### config.mk
export PLATFORM = sky130hd
export DESIGN_NAME = fnd_scan_capture
export DESIGN_NICKNAME = d
export VERILOG_FILES = /design/src/rtl/fnd_scan_capture.sv
export SDC_FILE = /design/constraint.sdc
export NUM_CORES = 1
export LEC_CHECK = 0
export CAP_MARGIN = 20
export CORE_MARGIN = 10
export CORE_UTILIZATION = 43
export CTS_CLUSTER_DIAMETER = 100
export DETAILED_ROUTE_END_ITERATION = 8
export PLACE_DENSITY = 0.61
export SYNTH_ARGS = -nofsm -noshare
export SYNTH_HDL_FRONTEND = slang
export SYNTH_SLANG_ARGS = --single-unit
### constraint.sdc
create_clock -name i_clk -period 4.7 [get_ports i_clk]
set_input_delay 1.175 -clock i_clk [delete_from_list [all_inputs] [get_ports i_clk]]
set_output_delay 1.175 -clock i_clk [all_outputs]
set_load 0.01 [all_outputs]
### src/rtl/fnd_scan_capture.sv
// fnd_scan_capture: watches a multiplexed active-low 4-digit seven-segment bus,
// filters scan glitches, decodes each font back to a hex nibble and delivers
// completed 16-bit frames over a valid/ready interface.
module fnd_scan_capture #(
    parameter int SETTLE_CYCLES  = 4,
    parameter int TIMEOUT_CYCLES = 1_000_000
) (
    input  logic        i_clk,
    input  logic        i_reset_n,
    input  logic [3:0]  i_digit,
    input  logic [7:0]  i_fndFont,
    input  logic        i_ready,
    output logic        o_valid,
    output logic [15:0] o_value,
    output logic [3:0]  o_dp,
    output logic [3:0]  o_fontErr,
    output logic        o_overrun,
    output logic        o_timeout
);
    localparam int CNT_W = $clog2(SETTLE_CYCLES + 1);
    localparam int TO_W  = $clog2(TIMEOUT_CYCLES + 1);

    typedef enum logic {ST_IDLE = 1'b0, ST_COLLECT = 1'b1} state_t;

    // Returns {error, nibble}; the dp bit is forced high before matching.
    function automatic logic [4:0] decode_font(input logic [6:0] seg);
        logic [4:0] res;
        case ({1'b1, seg})
            8'hC0:   res = 5'h00;
            8'hF9:   res = 5'h01;
            8'hA4:   res = 5'h02;
            8'hB0:   res = 5'h03;
            8'h99:   res = 5'h04;
            8'h92:   res = 5'h05;
            8'h82:   res = 5'h06;
            8'hF8:   res = 5'h07;
            8'h80:   res = 5'h08;
            8'h90:   res = 5'h09;
            8'h88:   res = 5'h0A;
            8'h83:   res = 5'h0B;
            8'hC6:   res = 5'h0C;
            8'hA1:   res = 5'h0D;
            8'h86:   res = 5'h0E;
            8'h8E:   res = 5'h0F;
            default: res = 5'h10;
        endcase
        return res;
    endfunction

    logic [11:0]      r_sync1;
    logic [11:0]      r_s2;
    logic [CNT_W-1:0] r_cnt;
    logic             w_same;
    logic             w_dig_valid;
    logic             w_accept;
    logic [3:0]       w_dig_sel;
    logic [4:0]       w_new_dec;
    logic             w_new_dp;

    state_t           r_state;
    state_t           w_state_next;
    logic [3:0]       r_mask;
    logic [3:0]       w_mask_next;
    logic [TO_W-1:0]  r_idle;
    logic [TO_W-1:0]  w_idle_next;
    logic             w_complete;
    logic             w_timeout_hit;
    logic             w_free;

    logic [15:0]      w_frame_value;
    logic [3:0]       w_frame_dp;
    logic [3:0]       w_frame_err;

    logic             r_valid;
    logic [15:0]      r_value;
    logic [3:0]       r_dp;
    logic [3:0]       r_font_err;
    logic             r_overrun;
    logic             r_timeout;

    assign w_same    = (r_sync1 == r_s2);
    assign w_dig_sel = ~r_s2[11:8];
    assign w_new_dec = decode_font(r_s2[6:0]);
    assign w_new_dp  = ~r_s2[7];
    // Fires on the edge where the stable count reaches SETTLE_CYCLES-1.
    assign w_accept  = w_dig_valid && w_same &&
                       (r_cnt == CNT_W'(SETTLE_CYCLES - 2));
    assign w_free    = !r_valid || i_ready;

    // Two-flop synchronizer and saturating stability counter.
    always_ff @(posedge i_clk or negedge i_reset_n) begin
        if (!i_reset_n) begin
            r_sync1 <= '0;
            r_s2    <= '0;
            r_cnt   <= '0;
        end else begin
            r_sync1 <= {i_digit, i_fndFont};
            r_s2    <= r_sync1;
            if (!w_same)
                r_cnt <= '0;
            else if (r_cnt != CNT_W'(SETTLE_CYCLES))
                r_cnt <= r_cnt + 1'b1;
        end
    end

    // Only single-active digit patterns are meaningful; blank and multi-active are ignored.
    always_comb begin
        w_dig_valid = 1'b0;
        case (r_s2[11:8])
            4'b1110, 4'b1101, 4'b1011, 4'b0111: w_dig_valid = 1'b1;
            default:                            w_dig_valid = 1'b0;
        endcase
    end

    genvar gi;
    generate
        for (gi = 0; gi < 4; gi++) begin : g_digit
            logic [3:0] r_nib;
            logic       r_dp_st;
            logic       r_err_st;

            // Per-digit store; the latest accepted font for this digit wins.
            always_ff @(posedge i_clk or negedge i_reset_n) begin
                if (!i_reset_n) begin
                    r_nib    <= '0;
                    r_dp_st  <= 1'b0;
                    r_err_st <= 1'b0;
                end else if (w_accept && w_dig_sel[gi]) begin
                    r_nib    <= w_new_dec[3:0];
                    r_dp_st  <= w_new_dp;
                    r_err_st <= w_new_dec[4];
                end
            end

            // Frame view includes the digit being accepted on this same edge.
            assign w_frame_value[gi*4 +: 4] = (w_accept && w_dig_sel[gi]) ? w_new_dec[3:0] : r_nib;
            assign w_frame_dp[gi]           = (w_accept && w_dig_sel[gi]) ? w_new_dp       : r_dp_st;
            assign w_frame_err[gi]          = (w_accept && w_dig_sel[gi]) ? w_new_dec[4]   : r_err_st;
        end
    endgenerate

    // Frame FSM state, capture mask and idle timer registers.
    always_ff @(posedge i_clk or negedge i_reset_n) begin
        if (!i_reset_n) begin
            r_state <= ST_IDLE;
            r_mask  <= '0;
            r_idle  <= '0;
        end else begin
            r_state <= w_state_next;
            r_mask  <= w_mask_next;
            r_idle  <= w_idle_next;
        end
    end

    // Next-state logic: collect digits, detect completion and idle timeout.
    always_comb begin
        w_state_next  = r_state;
        w_mask_next   = r_mask;
        w_idle_next   = r_idle;
        w_complete    = 1'b0;
        w_timeout_hit = 1'b0;
        case (r_state)
            ST_IDLE: begin
                w_mask_next = '0;
                w_idle_next = '0;
                if (w_accept) begin
                    w_mask_next  = w_dig_sel;
                    w_state_next = ST_COLLECT;
                end
            end
            ST_COLLECT: begin
                if (w_accept) begin
                    w_idle_next = '0;
                    if ((r_mask | w_dig_sel) == 4'hF) begin
                        w_complete   = 1'b1;
                        w_mask_next  = '0;
                        w_state_next = ST_IDLE;
                    end else begin
                        w_mask_next = r_mask | w_dig_sel;
                    end
                end else if (r_idle == TO_W'(TIMEOUT_CYCLES - 1)) begin
                    w_timeout_hit = 1'b1;
                    w_mask_next   = '0;
                    w_idle_next   = '0;
                    w_state_next  = ST_IDLE;
                end else begin
                    w_idle_next = r_idle + 1'b1;
                end
            end
            default: begin
                w_state_next = ST_IDLE;
                w_mask_next  = '0;
                w_idle_next  = '0;
            end
        endcase
    end

    // Output holding register with valid/ready handshake and event pulses.
    always_ff @(posedge i_clk or negedge i_reset_n) begin
        if (!i_reset_n) begin
            r_valid    <= 1'b0;
            r_value    <= '0;
            r_dp       <= '0;
            r_font_err <= '0;
            r_overrun  <= 1'b0;
            r_timeout  <= 1'b0;
        end else begin
            r_overrun <= w_complete && !w_free;
            r_timeout <= w_timeout_hit;
            if (w_complete && w_free) begin
                r_valid    <= 1'b1;
                r_value    <= w_frame_value;
                r_dp       <= w_frame_dp;
                r_font_err <= w_frame_err;
            end else if (r_valid && i_ready) begin
                r_valid <= 1'b0;
            end
        end
    end

    assign o_valid   = r_valid;
    assign o_value   = r_value;
    assign o_dp      = r_dp;
    assign o_fontErr = r_font_err;
    assign o_overrun = r_overrun;
    assign o_timeout = r_timeout;

endmodule

======== Word level (Yosys, flattened, before mapping) ========
Index checks and enable logic that the tools add are counted.
cells by class
  shift operators ......................... 0
  bitwise logic cells ..................... 4
  muxes and demuxes ....................... 37
  order comparisons ....................... 0
  add/subtract/negate cells ............... 2
  multipliers ............................. 0
  eq/ne operators ......................... 26
  reductions and logical operators ........ 15
  divide/modulo/power cells ............... 0
operators by type and width
  operator                                              number
  one-hot mux 5 bit (16 select lines)                   1
  two-way mux 20 bit                                    2
  one-hot mux 20 bit (2 select lines)                   1
  two-way mux 4 bit                                     8
  equality test 7 bit (second input constant)           4
  equality test 7 x 5 -> 1 bit (second input constant)  3
  equality test 7 x 6 -> 1 bit (second input constant)  3
  two-way mux 1 bit                                     21
  adder 20 x 1 -> 20 bit (second input constant)        1
  equality test 20 bit (second input constant)          1
  equality test 4 bit (second input constant)           4
  equality test 7 x 2 -> 1 bit (second input constant)  2
  equality test 7 x 4 -> 1 bit (second input constant)  2
  equality test 12 bit                                  1
  logical AND 1 bit                                     9
  one-hot mux 4 bit (2 select lines)                    1
  equality test 7 x 3 -> 1 bit (second input constant)  1
  zero test 7 bit                                       1
  two-way mux 3 bit                                     2
  equality test 4 x 3 -> 1 bit (second input constant)  1
  NOT 4 bit                                             1
  bitwise OR 4 bit                                      1
  OR reduction 4 bit                                    1
  adder 3 x 1 -> 3 bit (second input constant)          1
  other kinds (9)                                       11
word-level totals
  register bits after elaboration ......... 103
  memory bits (read-only) ................. 0
  logic and storage cells ................. 108
  RAM bits ................................ 0
  latch bits .............................. 0
  input port bits ......................... 15
  memories kept ........................... 0

======== Longest topological paths before layout ========
Gate-level depths: netlist of the first run.
  word-level depth ........................ 9
  depth in mapped cells ................... 9

======== Worst setup path after synthesis of the first run ========
Ideal clock, no wire load.
  kind .................................... flip-flop to flip-flop
  start point ............................. register r_s2[8]
  end point ............................... register r_dp[3] (netlist: o_dp[3])
  slack ................................... 2,212 ps
  clock period less this slack ............ 2,488 ps
  cell stages (with the launch flop) ...... 10
  setup time .............................. 128 ps
  data required time ...................... 4,572 ps
  data arrival time ....................... 2,361 ps
  path through ............................ dfrtp_1 -> buf_6 -> xor2_1 -> nor4_4 -> nand4_2 -> or2_1 -> or3b_1 -> buf_6 -> buf_6 -> mux2_1
between the ends
  cells in the longest elaborated chain, start to end .. 8
  elaborated cells on any way between the ends .. 18
  those cells by class .................... eq/ne (6); mux (5); bitwise (2); reduce/logical (5)
RTL lines
  what                                                                        line  text
  from (decl)                                                                 51    logic [11:0] r_s2;
  from (signal assigned)                                                      98    r_s2 <= r_sync1;
  equality test 4 bit / equality test 4 x 3 -> 1 bit (equally long branches)  109   case (r_s2[11:8])
  OR reduction 4 bit                                                          109
  two-way mux 1 bit                                                           109
  logical AND 1 bit (2 in series)                                             86    assign w_accept = w_dig_valid && w_same &&
  two-way mux 1 bit                                                           172   if (w_accept) begin
  two-way mux 1 bit                                                           162   case (r_state)
  logical AND 1 bit                                                           210   if (w_complete && w_free) begin
  to (signal assigned)                                                        213   r_dp <= w_frame_dp;
  to (decl)                                                                   76    logic [3:0] r_dp;
Several ways; a longest one is shown, not always the timed one.
A chain may end at the register's enable or synchronous reset.

======== Worst setup path in the final report of the first run ========
  start point ............................. register r_s2[4]
  end point ............................... register r_value[6] (netlist: o_value[6])
between the ends
  elaborated cells on any way between the ends .. 25
  those cells by class .................... eq/ne (16); mux (4); reduce/logical (5)
RTL lines
  what                                                                                         line  text
  parallel branches: the longest is 4 deep, another holds one-hot mux 5 bit (16 select lines)  n/a
  two-way mux 4 bit (*)                                                                        136   assign w_frame_value[gi*4 +: 4] = (w_accept && w_dig_sel[gi]) ? w_new_dec[3:0] : r_nib;
  via w_frame_value[6]                                                                         70    logic [15:0] w_frame_value;
  to (signal assigned)                                                                         212   r_value <= w_frame_value;
  to (decl)                                                                                    75    logic [15:0] r_value;
Mark *: on every way through the listed nets, which the timed path passes.

==> results of run 1 <==
-- layout make-up --
cell class                      count  area share
Tap cell                          136      0.0330
Multi-Input combinational cell    215       0.335
Clock inverter                      6      0.0104
Sequential cell                   103       0.500
Timing Repair Buffer               44      0.0836
Inverter                           19      0.0138
Clock buffer                        9      0.0241
-- cell usage after synthesis (all sizes together), types with 6 or more instances --
library cell  instances  area, µm²
buf                   7       60.1
clkbuf               10       37.5
dfrtp               103       2580
inv                  19       71.3
mux2                 40        518
mux2i                 8       80.1
nand2                12       45.0
nand2b                7       43.8
nand3                12       60.1
nor2                 29        109
nor3                  8       40.0
nor4                  6       71.3
xnor2                 6       52.6
xor2                 26        228
-- metal layers --
| layer | share of wire | track usage |
|---|---|---|
| met4 | 0.013 | 0.0313 |
| met5 | 0 | 0 |
| met1 | 0.45 | 0.147 |
| met3 | 0.041 | 0.0407 |
| met2 | 0.50 | 0.193 |
-- state kept, by name (all words and copies together) (netlist names) --
register	count
g_digit.r_dp_st	4
g_digit.r_err_st	4
g_digit.r_nib	16
o_dp	4
o_fontErr	4
o_overrun	1
o_timeout	1
o_valid	1
o_value	16
r_cnt	3
r_idle	20
r_mask	4
r_s2	12
r_state	1
r_sync1	12
-- cell families (layout without fill, tap and decap cells) --
group                      after synthesis  count (layout)  synth area share
AOI/OAI and AO/OA                       28              28            0.0445
xor gates and xnor gates                32              32            0.0627
adders and majority gates                4               4            0.0112
buffers and inverters                   36              78            0.0378
DFF                                    103             103             0.577
muxes                                   48              48             0.134
and+or+nand+nor                        103             103             0.133
-- report_power, final --
part / switching, mW / internal [mW]
combinational: 0.0341 / 0.0246
clock: 0.307 / 0.199
sequential: 0.0181 / 0.896
-- worst paths after layout --
check / cells after the start / endpoint
hold reg to reg: 0 / r_s2[5]
setup / recovery: 6 / o_value[6]
setup reg to reg: 6 / o_value[6]
max in group asynchronous: 2 / o_fontErr[0]
min in group asynchronous: 1 / o_value[14]
hold / removal: 0 / r_s2[5]
-- through the flow --
step,hold WS (ps),power [mW],worst slack (ps),instances
finish,399,1.48,1840,532
global route,418,1.56,1640,532
CTS,403,1.51,1810,532
detailed placement,381,0.993,1800,517
global placement,380,0.991,1820,517
floorplan,372,0.955,2210,354
==> key figures, run 1 <==
Run status
  • Outcome: finished, final reports clean

Clock network
  • Post_cts resized: 0
  • Worst skew pair latency: 360 ps
  • Sink Count: 103
  • CTS Hold Buffers Added: 0
  • CTS Root Cell: clkbuf_8
  • Maximum clock insertion buffer count: 2
  • Max H-tree Level: 3
  • Reg clk slew, reported paths: 100 ps
  • Post-CTS Setup Inserts: 0
  • CTS tree: built
  • CTS Buf Count: 9

Timing
  • Hold Violations, Final: 0
  • Fin Clk Skew: 9.54 ps
  • Crit path time final: 2860 ps
  • Sum Neg Setup Slack: 0 ps
  • Final period util: 0.608
  • Final number of max-transition violations: 0
  • RSZ-0062 raised after global routing: no
  • Slew @ Worst Pin: 950 ps
  • Max_slew headroom: 0.367
  • Fmax: 350 MHz
  • Final setup violation count: 0

Floorplan
  • Die width: 122 µm
  • Die area: 14900 µm²
  • Die height: 122 µm
  • Core Rows: 37
  • I/O Pins: 42
  • Core area: 10200 µm²
  • Initial Util: 0.437

Synth
  • Synthesized flop and latch total: 103
  • Post-synthesis sequential area ratio: 0.577
  • Ys Warns: 0
  • Post-synth cell types: 49
  • Post-Syn Instances: 354
  • Asr flop ratio synth: 1.00
  • Number of synthesized flops with an enable pin: 0
  • Mapped Area: 4470 µm²
  • Top_reg_cell synth: dfrtp_1
  • Mean Syn Cell Area: 12.6 µm²
  • Syn_nets: 373

Global route
  • Global-route wire length before repair: 14200 µm
  • Gr usage total: 0.118
  • GRT Residual Overflow: 0
  • Pin count of the biggest net entering global routing: 78
  • Initial antenna violation count: 0
  • Vias in the first global route: 2791

Run
  • Max-cap violations: 0

Routing
  • DR WL/cell: 15.5 µm
  • Post-Route WL: 8260 µm
  • Via Count: 2723
  • Pre-antenna DRT Iters: 4
  • Detail Route Antenna Nets: 0
  • Iter 0 DRT Violations: 158
  • Remaining routing DRC violations: 0
  • Detailed-route vias per instance: 5.12

Setup path
  • CP required: 4960 ps
  • CP max stage delay: 690 ps
  • Worst setup path startpoint: r_s2[4]
  • Crit-path max FO: 13
  • Flop2flop setup slack: 1840 ps
  • Worst Setup Path Type: reg -> reg
  • Sequence of cells on the critical path: xor2_1, nor4_2, nand4_2, nor4_2, mux2_2, mux2_4
  • Critical Path Sink Type: flop
  • Critical Path Most Common Cell: nor4_2
  • Buf/Inv on CP: 0
  • WP data arrival: 3110 ps
  • Top delay family on crit path: simple AND/OR/NAND/NOR gates
  • R2R Path Start: r_s2[4]
  • Startpoint types: flop
  • Slowest-stage cell, CP: nor4_2

Final layout
  • Multi-input gate area: 1720 µm²
  • Fill cells: 916
  • Design Area, Final: 5150 µm²
  • Most common cell after layout, fill and taps aside: dfrtp_1
  • Register area: 2580 µm²
  • Diodes inserted: 0
  • Nets@finish: 411
  • Ratio of cells with drive above 1 in the final layout: 0.119
  • Area added between synthesis and finish: 15.2%
  • Final Core Density: 0.503
  • Most frequent cells in the layout: dfrtp_1, clkdlybuf4s50_1, nor2_1

Hold path
  • Hold Crit Class: reg -> reg
  • Hold_sp: r_sync1[5]

Placement
  • Post-detail-place hpwl: 5810 µm
  • GPL Wtd Cong: 0.782
  • Placed instance area: 4970 µm²
  • I/O Buffers: 41

Power
  • Power per Cell Area: 287 nW/µm²
  • Leakage power: 2.36 nW
  • Peak VDD IR: 0.175 mV
(Power assumes the default switching activity.)
==> inputs of run 2 (changes only) <==
==> constraint.sdc (replaced) <==
create_clock -name i_clk -period 2.8 [get_ports i_clk]
set_input_delay 0.7 -clock i_clk [delete_from_list [all_inputs] [get_ports i_clk]]
set_output_delay 0.7 -clock i_clk [all_outputs]
set_load 0.01 [all_outputs]
==> key figures, run 2 (same netlist as run 1, synthesis figures left out) <==
Run status
  • Outcome: finished, final reports clean

Setup path
  • WP data arrival: 2880 ps (-230 ps)
  • Slowest-stage cell, CP: or4_1
  • CP required: 3060 ps (-1900 ps)
  • Top delay family on crit path: simple AND/OR/NAND/NOR gates
  • CP max stage delay: 630 ps (-60 ps)
  • Worst Setup Path Type: reg -> reg
  • Buf/Inv on CP: 0 (unchanged)
  • Sequence of cells on the critical path: xor2_1, nor4_4, nand4_2, or4_1, mux2_1, mux2_4
  • Startpoint types: flop
  • Critical Path Sink Type: flop
  • Crit-path max FO: 7 (-6)

Clock network
  • Post_cts resized: 0 (unchanged)
  • CTS Root Cell: clkbuf_8
  • CTS Hold Buffers Added: 0 (unchanged)
  • Sink Count: 103 (unchanged)
  • CTS Buf Count: 9 (unchanged)
  • Post-CTS Setup Inserts: 0 (unchanged)
  • Worst skew pair latency: 370 ps (about the same)
  • Max H-tree Level: 3 (unchanged)
  • CTS tree: built
  • Reg clk slew, reported paths: 110 ps (about the same)
  • Maximum clock insertion buffer count: 2 (unchanged)

Floorplan
  • I/O Pins: 42 (unchanged)
  • Initial Util: 0.437 (unchanged)
  • Die width: 122 µm (unchanged)
  • Die area: 14900 µm² (unchanged)
  • Die height: 122 µm (unchanged)
  • Core area: 10200 µm² (unchanged)
  • Core Rows: 37 (unchanged)

Power
  • Power per Cell Area: 493 nW/µm² (+72%)
  • Leakage power: 2.44 nW (+3.2%)
  • Peak VDD IR: 0.274 mV (+56%)

Hold path
  • Hold Crit Class: in -> async

Timing
  • RSZ-0062 raised after global routing: no
  • Hold Violations, Final: 0 (unchanged)
  • Crit path time final: 2630 ps (-231 ps)
  • Setup ws final: 174 ps (-1670 ps)
  • Final setup violation count: 0 (unchanged)
  • Final number of max-transition violations: 0 (unchanged)
  • Sum Neg Setup Slack: 0 ps (unchanged)
  • Max_slew headroom: 0.468 (+0.101)
  • Slew @ Worst Pin: 788 ps (-162 ps)
  • Fin Clk Skew: 17.4 ps (+7.85 ps)
  • Final period util: 0.938 (+0.330)
  • Fmax: 381 MHz (+8.8%)

Final layout
  • Nets@finish: 423 (+2.9%)
  • Fill cells: 884 (-3.5%)
  • Area added between synthesis and finish: 18.1%
  • Max reg flops: 20 (unchanged)
  • Ratio of cells with drive above 1 in the final layout: 0.144 (+0.0256)
  • Post-route insts no fill: 545 (+2.4%)
  • Design Area, Final: 5280 µm² (+2.5%)
  • Most frequent cells in the layout: dfrtp_1, clkdlybuf4s50_1, nor2_1
  • Largest reg by FF count: r_idle
  • Most common cell after layout, fill and taps aside: dfrtp_1
  • Final Core Density: 0.516 (+0.0127)
  • Diodes inserted: 0 (unchanged)

Placement
  • Post-detail-place hpwl: 6020 µm (+3.6%)
  • I/O Buffers: 41 (unchanged)
  • GPL Wtd Cong: 0.823 (+5.3%)
  • Placed instance area: 5070 µm² (+2.1%)
  • Cell Count Post-Placement: 529 (+2.3%)
  • Placement Setup Slack: 198 ps (-1600 ps)

Global route
  • Global-route wire length before repair: 14100 µm (-1.1%)
  • Pin count of the biggest net entering global routing: 52 (-33%)
  • GRT Residual Overflow: 0 (unchanged)
  • Vias in the first global route: 2851 (+2.1%)
  • Gr usage total: 0.118 (about the same)
  • Initial antenna violation count: 0 (unchanged)

Run
  • Max-cap violations: 0 (unchanged)

Routing
  • Via Count: 2729 (+0.22%)
  • Detail Route Antenna Nets: 0 (unchanged)
  • Iter 0 DRT Violations: 124 (-22%)
  • Post-Route WL: 8250 µm (about the same)
  • Pre-antenna DRT Iters: 5 (+1)
  • Remaining routing DRC violations: 0 (unchanged)
  • Detailed-route vias per instance: 5.01 (-2.2%)
  • DR WL/cell: 15.1 µm (-2.4%)
run 2: changes by cell type in the layout (fill, tap and decap cells not counted), sizes merged:
| cell | delta |
|---|---|
| bufinv | +1 |
| clkbuf | +1 |
| buf | +12 |
| inv | -1 |
run 2: layout make-up:
class                   instances  area (µm²)  share of cell area
clock buffers                  10         128              0.0242
clock inverters                 6        77.6              0.0147
inverters                      19        71.3              0.0135
multi-input cells             215        1720               0.326
flip-flops and latches        103        2580               0.488
well taps                     136         170              0.0322
repair buffers                 56         533               0.101
run 2: path summary, 6_finish.rpt:
kind	start	endpoint	slack [ps]	cells past startpoint
max	r_s2[10]	o_value[14]	170	6
min	i_reset_n	o_value[11]	340	1
max reg2reg	r_s2[10]	o_value[14]	170	6
min reg2reg	r_sync1[2]	r_s2[2]	400	0
max in group asynchronous	i_reset_n	r_s2[5]	1750	2
min in group i_clk	r_sync1[2]	r_s2[2]	400	0
run 2: through the flow:
stage	hold slack, ps	power, mW
finish	343	2.60
global route	376	2.72
CTS	356	2.64
detailed placement	377	1.68
global placement	376	1.68
floorplan	372	1.60
run 2: per-layer routing:
metal	global-route usage	part of all wire	up-vias
li1	-	-	1328
met1	0.141	0.45	1336
met2	0.198	0.49	53
met3	0.0389	0.047	12
met4	0.0380	0.015	0
met5	0	0	-
run 2: report_power, final:
| part | internal, mW | leakage (nW) | switching (mW) |
|---|---|---|---|
| registers | 1.50 | 1.38 | 0.0139 |
| clock network | 0.429 | 0.101 | 0.524 |
| logic | 0.0535 | 0.955 | 0.0762 |
==> inputs of run 3 (changes only) <==
--- a/config.mk
+++ b/config.mk
@@ -6,11 +6,12 @@
 export NUM_CORES = 1
 export LEC_CHECK = 0
 export CAP_MARGIN = 20
+export CORE_ASPECT_RATIO = 0.9
 export CORE_MARGIN = 10
-export CORE_UTILIZATION = 43
+export CORE_UTILIZATION = 57
 export CTS_CLUSTER_DIAMETER = 100
 export DETAILED_ROUTE_END_ITERATION = 8
-export PLACE_DENSITY = 0.61
+export PLACE_DENSITY = 0.77
 export SYNTH_ARGS = -nofsm -noshare
 export SYNTH_HDL_FRONTEND = slang
 export SYNTH_SLANG_ARGS = --single-unit
==> key figures, run 3 (same netlist as run 1, synthesis figures left out) <==
Placement
  • I/O Buffers: 41 (unchanged)
  • Placed instance area: 5020 µm² (-1.1%)
  • Placement Setup Slack: 149 ps (-49.7 ps)
  • Post-detail-place hpwl: 6020 µm (about the same)
  • GPL Wtd Cong: 0.844 (+2.5%)

Setup path
  • Startpoint types: flop
  • WP data arrival: 2840 ps (-40 ps)
  • CP Depth: 7 (+1)
  • Slowest-stage cell, CP: dfrtp_1
  • CP max stage delay: 440 ps (-190 ps)
  • Buf/Inv on CP: 1 (+1)
  • Top delay family on crit path: simple AND/OR/NAND/NOR gates
  • Cells on worst reg2reg path: 7 (+1)
  • Sequence of cells on the critical path: xor2_1, nor4_2, nand4_2, or2_1, or3b_1, buf_4, mux2_1
  • Crit-path max FO: 24 (+17)
  • Worst Setup Path Type: reg -> reg
  • Critical Path Sink Type: flop
  • CP required: 3050 ps (about the same)

Global route
  • Gr usage total: 0.147 (+0.0281)
  • Global-route wire length before repair: 14200 µm (+1.2%)
  • Initial antenna violation count: 0 (unchanged)
  • Pin count of the biggest net entering global routing: 47 (-9.6%)
  • Vias in the first global route: 2882 (+1.1%)
  • GRT Residual Overflow: 0 (unchanged)

Routing
  • Post-Route WL: 8200 µm (-0.62%)
  • Iter 0 DRT Violations: 125 (+0.81%)
  • Detail Route Antenna Nets: 0 (unchanged)
  • Pre-antenna DRT Iters: 4 (-1)
  • DR WL/cell: 16.2 µm (+7.0%)
  • Via Count: 2778 (+1.8%)
  • Detailed-route vias per instance: 5.49 (+9.6%)
  • Remaining routing DRC violations: 0 (unchanged)

Power
  • Power per Cell Area: 492 nW/µm² (-0.14%)
  • Peak VDD IR: 0.245 mV (-10%)
  • Leakage power: 2.44 nW (-0.13%)
  • Total power: 2.57 mW (-1.1%)
  • Sw Ratio: 0.223 (-0.0127)
  • Share of power burned in registers: 0.590 (+0.006)
  • Switching power: 0.574 mW (-6.4%)
  • Comb power frac: 0.050 (about the same)
  • Part of the power in the clock network: 0.360 (-0.006)
  • P_int: 2.00 mW (+0.59%)

Final layout
  • Area added between synthesis and finish: 17.0%
  • Design Area, Final: 5230 µm² (-0.92%)
  • Ratio of cells with drive above 1 in the final layout: 0.144 (-0.000352)
  • Multi-input gate area: 1720 µm² (unchanged)
  • Fill cells: 551 (-38%)
  • Diodes inserted: 0 (unchanged)
  • Most common cell after layout, fill and taps aside: dfrtp_1
  • Final Core Density: 0.690 (+0.174)
  • Nets@finish: 424 (+0.24%)
  • Most frequent cells in the layout: dfrtp_1, clkdlybuf4s50_1, nor2_1
  • Register area: 2580 µm² (unchanged)
  • Max reg flops: 20 (unchanged)
  • Largest reg by FF count: r_idle

Timing
  • Max_slew headroom: 0.471 (+0.00333)
  • Sum Neg Setup Slack: 0 ps (unchanged)
  • Final setup violation count: 0 (unchanged)
  • Crit path time final: 2600 ps (-27.3 ps)
  • Setup ws final: 201 ps (+27.3 ps)
  • RSZ-0062 raised after global routing: no
  • Slew @ Worst Pin: 783 ps (-4.93 ps)
  • Fin Clk Skew: 7.14 ps (-10.2 ps)
  • Final period util: 0.928 (-0.00976)
  • Hold Violations, Final: 0 (unchanged)
  • Final number of max-transition violations: 0 (unchanged)
  • Fmax: 385 MHz (+1.1%)

Floorplan
  • Die area: 11800 µm² (-21%)
  • I/O Pins: 42 (unchanged)
  • Core area: 7580 µm² (-26%)
  • Initial Util: 0.589 (+0.153)
  • Core Rows: 30 (-19%)
  • Die width: 113 µm (-7.1%)
  • Die height: 104 µm (-15%)

Hold path
  • Hold Crit Class: in -> async

Clock network
  • Maximum clock insertion buffer count: 2 (unchanged)
  • CTS Buf Count: 9 (unchanged)
  • CTS Root Cell: clkbuf_8
  • Reg clk slew, reported paths: 90 ps (-20 ps)
  • Post-CTS Setup Inserts: 0 (unchanged)
  • CTS tree: built
  • Max H-tree Level: 3 (unchanged)
  • Sink Count: 103 (unchanged)
  • Post_cts resized: 0 (unchanged)
  • Worst skew pair latency: 360 ps (about the same)
  • CTS Hold Buffers Added: 0 (unchanged)

Run status
  • Outcome: finished, final reports clean

Run
  • Max-cap violations: 0 (unchanged)
[run 3: changes by cell type in the layout (fill, tap and decap cells not counted)]
cell / delta
buf_4: +1
clkbuf_1: +1
clkbuf_8: +1
clkinv_4: -2
clkinvlp_4: +1
inv_6: +1
inv_8: -2
[run 3: metrics by stage]
stage / hold slack [ps] / cells
global placement: 376 / 488
finish: 255 / 506
floorplan: 372 / 354
global route: 263 / 506
CTS: 251 / 504
detailed placement: 380 / 488
[run 3: power groups by stage]
stage / clock, mW / sequential (mW) / combinational [mW]
3_5_place_dp: 0 / 1.55 / 0.130
3_3_place_gp: 0 / 1.55 / 0.128
4_1_cts: 0.954 / 1.52 / 0.130
2_1_floorplan: 0 / 1.55 / 0.0577
5_1_grt: 1.01 / 1.52 / 0.142
6_report: 0.926 / 1.52 / 0.128
[run 3: metal layers]
metal	wire length (µm)	part of all wire	global-route usage	vias up
li1	-	-	-	1322
met1	3550	0.43	0.178	1392
met2	4160	0.51	0.242	56
met3	421	0.051	0.0484	8
met4	66	0.0080	0.0380	0
met5	0	0	0	-
[run 3: area by class of cell]
cell class                      count  area share
Multi-Input combinational cell    215       0.329
Timing Repair Buffer               57       0.103
Clock buffer                       12      0.0277
Tap cell                           96      0.0230
Sequential cell                   103       0.493
Clock inverter                      4      0.0103
Inverter                           19      0.0136
[run 3: final timing paths]
| check | startpoint | endpoint | slack, ps |
|---|---|---|---|
| worst max-delay path | r_s2[7] | o_fontErr[3] | 200 |
| worst min-delay path | i_reset_n | o_value[8] | 260 |
| worst max register to register | r_s2[7] | o_fontErr[3] | 200 |
| worst min register to register | r_sync1[1] | r_s2[1] | 400 |
| max in group asynchronous | i_reset_n | o_value[14] | 1810 |
| min in group i_clk | r_sync1[1] | r_s2[1] | 400 |
